$ cat src/rtl/if_id_queue.sv
// IF/ID instruction buffer: a DEPTH-entry FIFO of {pc, instruction} pairs that
// decouples fetch from a stalled decode stage and is squashed on redirects.
module if_id_queue #(
  parameter int unsigned XLEN      = 32,
  parameter int unsigned DEPTH     = 4,
  parameter logic [31:0] NOP_INSTR = 32'h0000_0013
) (
  input  logic                       clk,
  input  logic                       rst_,
  input  logic                       stall,
  input  logic                       flush,
  input  logic                       branch,
  input  logic                       in_valid,
  input  logic [XLEN-1:0]            in_pc,
  input  logic [31:0]                in_instr,
  output logic                       in_ready,
  output logic [XLEN-1:0]            pc_out,
  output logic [31:0]                instruction,
  output logic                       instr_valid,
  output logic [$clog2(DEPTH):0]     count
);

  localparam int unsigned PW = $clog2(DEPTH);
  localparam int unsigned CW = PW + 1;

  logic [XLEN-1:0] pcMem_q    [DEPTH];
  logic [31:0]     instrMem_q [DEPTH];

  logic [PW-1:0] wrPtr_q, wrPtr_d;
  logic [PW-1:0] rdPtr_q, rdPtr_d;
  logic [CW-1:0] count_q, count_d;

  logic squash;
  logic enq;
  logic deq;

  assign squash      = flush | branch;
  assign in_ready    = (count_q < CW'(DEPTH));
  assign instr_valid = (count_q != '0);
  assign enq         = in_valid & in_ready & ~squash;
  assign deq         = instr_valid & ~stall & ~squash;
  assign count       = count_q;

  always_comb begin
    wrPtr_d = wrPtr_q;
    rdPtr_d = rdPtr_q;
    count_d = count_q;
    if (squash) begin
      wrPtr_d = '0;
      rdPtr_d = '0;
      count_d = '0;
    end else begin
      if (enq) wrPtr_d = wrPtr_q + PW'(1);
      if (deq) rdPtr_d = rdPtr_q + PW'(1);
      count_d = count_q + CW'(enq) - CW'(deq);
    end
  end

  always_ff @(posedge clk or posedge rst_) begin
    if (rst_) begin
      wrPtr_q <= '0;
      rdPtr_q <= '0;
      count_q <= '0;
    end else begin
      wrPtr_q <= wrPtr_d;
      rdPtr_q <= rdPtr_d;
      count_q <= count_d;
    end
  end

  // Storage needs no reset: an entry is only observable once count covers it.
  always_ff @(posedge clk) begin
    if (enq) begin
      pcMem_q[wrPtr_q]    <= in_pc;
      instrMem_q[wrPtr_q] <= in_instr;
    end
  end

  always_comb begin
    pc_out      = '0;
    instruction = NOP_INSTR;
    if (count_q != '0) begin
      pc_out      = pcMem_q[rdPtr_q];
      instruction = instrMem_q[rdPtr_q];
    end
  end

endmodule
$ cat config.mk
export PLATFORM = sky130hd
export DESIGN_NAME = if_id_queue
export DESIGN_NICKNAME = d
export VERILOG_FILES = /design/src/rtl/if_id_queue.sv
export SDC_FILE = /design/constraint.sdc
export NUM_CORES = 1
export LEC_CHECK = 0
export ABC_AREA = 1
export CAP_MARGIN = 25
export CORE_ASPECT_RATIO = 1.25
export CORE_MARGIN = 3
export CORE_UTILIZATION = 55
export DETAILED_ROUTE_END_ITERATION = 16
export MAX_ROUTING_LAYER = met4
export PLACE_DENSITY = 0.79
export RECOVER_POWER = 100
export SLEW_MARGIN = 25
export SYNTH_ARGS = -nofsm -noshare
export SYNTH_HDL_FRONTEND = slang
export SYNTH_SLANG_ARGS = --single-unit
$ cat constraint.sdc
create_clock -name clk -period 4.5 [get_ports clk]
set_input_delay 1.35 -clock clk [delete_from_list [all_inputs] [get_ports clk]]
set_output_delay 1.35 -clock clk [all_outputs]
set_load 0.005 [all_outputs]
==> summary.md <==
| Metric | Value |
|---|---|
| TritonCTS clock tree | yes |
| Cell with the most instances after synthesis | sky130_fd_sc_hd__nand2_1 |
| Critical path's top delay family | buffers and inverters |
| CP peak stage delay | 0.89 ns |
| First-pass DRT Iterations | 5 |
| Hold buffer count at CTS | 0 |
| Tmin final | 4.25 ns |
| Min-delay src | wrPtr_q[1] |
| Count of buffers added by post-CTS timing repair for setup | 0 |
| Maximum clock frequency | 236 MHz |
| Pin count of the biggest net entering global routing | 67 |
| H-Tree Depth | 1 |
| Clock tree buffer depth | 3 |
| Initial DRC count | 570 |
| Fraction of post-synthesis cell area in the top cell type by area | 67.8% |
| Area growth from synthesis to layout | 20.6% |
| Violated checks | capacitance limit, slew limit |
| Root Buffer Master | sky130_fd_sc_hd__clkbuf_16 |
| Flop and latch count out of synthesis | 263 |
| Leak Pwr | 5.99 nW |
| Via density per instance | 5.06 |
| Mean routed wirelength per cell | 16.1 um |
| Final count of pins violating max slew | 65 |
| Largest cells by area after synthesis | sky130_fd_sc_hd__edfxtp_1 (68%), sky130_fd_sc_hd__nand2_1 (8.9%), sky130_fd_sc_hd__inv_1 (8.8%), sky130_fd_sc_hd__nand3_1 (5.7%), sky130_fd_sc_hd__a21oi_1 (2.8%) |
| Horiz. Die Dim | 134 um |
| Setup TNS Final | 0 ns |
| Reg clk slew, reported paths | 0.06 ns |
| Post-synth net total | 1144 |
| Worst clock skew | 0.0229 ns |
| Clock Sink Count | 263 |
| Most instantiated cells after synthesis | sky130_fd_sc_hd__nand2_1 (268), sky130_fd_sc_hd__inv_1 (265), sky130_fd_sc_hd__edfxtp_1 (256) |
| Run status | finished with violations |
| Clock buffer count from CTS | 25 |
| Share of the clock period used by the worst path after layout | 94.4% |
| Port-buffer cells | 138 |
| Leading register cell type out of synthesis | sky130_fd_sc_hd__edfxtp_1 |
| Syn_area_per_cell | 10.6 um^2 |
| Startpoint kind of the worst setup timing path | register |
| Reported max-cap violation count | 1 |
| Detail Route Antenna Nets | 0 |
| Wire length of the first global-routing pass | 38300 um |
| Final instance area | 13700 um^2 |
| Net count reported at finish | 1276 |
| Unrepaired setup endpoints after global routing | no |
| Count of distinct cell types in the synthesized netlist | 20 |
| Number of filler cells placed in the layout | 1522 |
| Detail Placement HPWL | 14100 um |
| Synthesized netlist cell count | 1067 |
| Yosys synthesis warning count | 0 |
| Final hold violation count | 0 |
| Start-to-end type of the worst setup path | register to output port |
| Routed Wire Length | 24000 um |
| Crit-path slowest cell | sky130_fd_sc_hd__dfrtp_2 |
| Number of cells upsized or downsized after cts | 0 |
| Number of synthesized flops with an enable pin | 256 |
| Core Footprint | 20200 um^2 |
| Remaining routing DRC violations | 0 |
| Crit path buf inv count | 3 |
| Sum of overflow across all layers after global routing | 0 |
| FF-to-FF Start | count[2] |
| Cell taking the most area after synthesis | sky130_fd_sc_hd__edfxtp_1 |
| Die outline area | 22400 um^2 |
| Critical Path RT | 3.15 ns |
| Start point of the critical path | rdPtr_q[1] |
| Synth async-reset ratio | 2.66% |
| Routed via count | 7559 |
| Weighted congestion reported at the end of routability-driven placement | 0.770 |
| GR Util All Layers | 22.2% |
| Mapped cell area | 11300 um^2 |
| Part of the Yosys area used for sequential elements | 69.3% |
| Vertical extent of the die | 167 um |
| Max-slew headroom at the worst pin | -32.4% |
| Initial standard-cell utilization of the core | 56.2% |
| Initial antenna violation count | 7 |
| Worst setup EP type | output port |
| Peak VDD IR | 0.319 mV |
| Vias in the first global route | 7730 |
| Critical Path, Cell by Cell | inv_1, clkbuf_2, nand3_1, a21oi_1, dlygate4sd3_1 |
| Fraction of layout cells with a size suffix above 1 | 4.77% |
| Max Fanout on Critical Path | 36 |
| Final setup violation count | 0 |
| Worst hold path class | register to register |
| Power per Cell Area | 355 nW/um^2 |
| Number of I/O pins | 139 |
| Worst-Skew Late Latency | 0.52 ns |
| Data arrival time at the worst-slack endpoint | 2.90 ns |
| Transition at the pin with the smallest max-transition slack | 1.99 ns |
| Core Rows | 58 |
| Post-placement cell area | 12900 um^2 |
## cell usage in the layout (no fill, tap or decap), types with 3 or more instances in the layout
| cell type | netlist | final |
|---|---|---|
| sky130_fd_sc_hd__clkbuf_1 | 5 | 4 |
| sky130_fd_sc_hd__a21oi_1 | 63 | 63 |
| sky130_fd_sc_hd__nand3_1 | 129 | 129 |
| sky130_fd_sc_hd__o211ai_1 | 3 | 3 |
| sky130_fd_sc_hd__o21ai_0 | 3 | 3 |
| sky130_fd_sc_hd__clkinv_2 | 0 | 6 |
| sky130_fd_sc_hd__dfrtp_1 | 7 | 5 |
| sky130_fd_sc_hd__clkbuf_16 | 0 | 25 |
| sky130_fd_sc_hd__clkbuf_2 | 0 | 8 |
| sky130_fd_sc_hd__clkinv_1 | 0 | 6 |
| sky130_fd_sc_hd__buf_4 | 2 | 4 |
| sky130_fd_sc_hd__clkdlybuf4s50_1 | 0 | 11 |
| sky130_fd_sc_hd__inv_1 | 265 | 266 |
| sky130_fd_sc_hd__ha_1 | 6 | 6 |
| sky130_fd_sc_hd__nor2_1 | 10 | 7 |
| sky130_fd_sc_hd__diode_2 | 0 | 7 |
| sky130_fd_sc_hd__dlygate4sd3_1 | 0 | 127 |
| sky130_fd_sc_hd__nor2_4 | 0 | 3 |
| sky130_fd_sc_hd__nand2_1 | 268 | 269 |
| sky130_fd_sc_hd__edfxtp_1 | 256 | 256 |
## worst register-to-register path, stage by stage (launching register included)
cell	delay, ns
sky130_fd_sc_hd__dfrtp_1	0.40
sky130_fd_sc_hd__inv_1	0.12
sky130_fd_sc_hd__nand3_1	0.08
sky130_fd_sc_hd__clkbuf_1	0.26
sky130_fd_sc_hd__nor2_4	0.13
sky130_fd_sc_hd__clkbuf_2	1.43
## metrics by stage
step | hold WS [ns] | utilization (%) | std cells | setup slack, ns | power [mW]
after floorplan | 0.492 | - | 1067 | -0.520 | 2.83
after global placement | 0.518 | 64.2 | 1442 | 0.825 | 2.95
after detailed placement | 0.528 | 64.2 | 1442 | 0.828 | 2.96
after CTS | 0.542 | 68.0 | 1486 | 0.278 | 4.91
after global routing | 0.587 | 67.8 | 1493 | 0.106 | 5.02
final | 0.535 | 67.8 | 1493 | 0.254 | 4.86
## kinds of logic after synthesis
kind of cell	count (synthesis)	synth area share (%)
flip-flops	263	69.3
AND/OR/NAND/NOR	411	15.1
adder cells (fa/ha/maj)	7	0.838
AO/OA/AOI/OAI	69	3.11
buffers and inverters	317	11.6
## sequential cells by signal, summed over array words and instances, names as in the netlist
register    count
rdPtr_q         2
instrMem_q    128
wrPtr_q         2
count           3
pcMem_q       128
## power breakdown
group | switching (mW) | leakage [nW] | internal, mW
Combinational | 0.0959 | 3.21 | 0.0764
Sequential | 0.00622 | 2.41 | 2.71
Clock | 0.840 | 0.381 | 1.13
## metal layers
| layer | GRT usage [%] | vias to the layer above | wire, um |
|---|---|---|---|
| met1 | 25.7 | 3582 | 9060 |
| met2 | 39.2 | 263 | 12800 |
| met5 | - | - | 0 |
| met4 | 8.50 | 0 | 739 |
| met3 | 3.05 | 52 | 1420 |
| li1 | - | 3662 | - |
## area by class of cell
class	count	area [um^2]	share of cell area, %
Antenna cell	7	17.5	0.128
Clock inverter	16	130	0.951
Clock buffer	28	637	4.65
Timing Repair Buffer	154	1500	11.0
Inverter	268	1010	7.37
Tap cell	270	338	2.47
Sequential cell	263	7870	57.5
Multi-Input combinational cell	487	2180	15.9
## final timing paths
kind                                     end  slack, ns  cells past startpoint
setup / recovery              instruction[6]       0.25                      5
hold / removal                    wrPtr_q[1]       0.54                      2
setup reg to reg           instrMem_q[0][27]       1.64                      5
hold reg to reg                   wrPtr_q[1]       0.54                      2
max in group asynchronous         rdPtr_q[0]       3.06                      2
min in group asynchronous         wrPtr_q[1]       1.21                      2
Note: power is estimated with default switching activity, not from simulation.
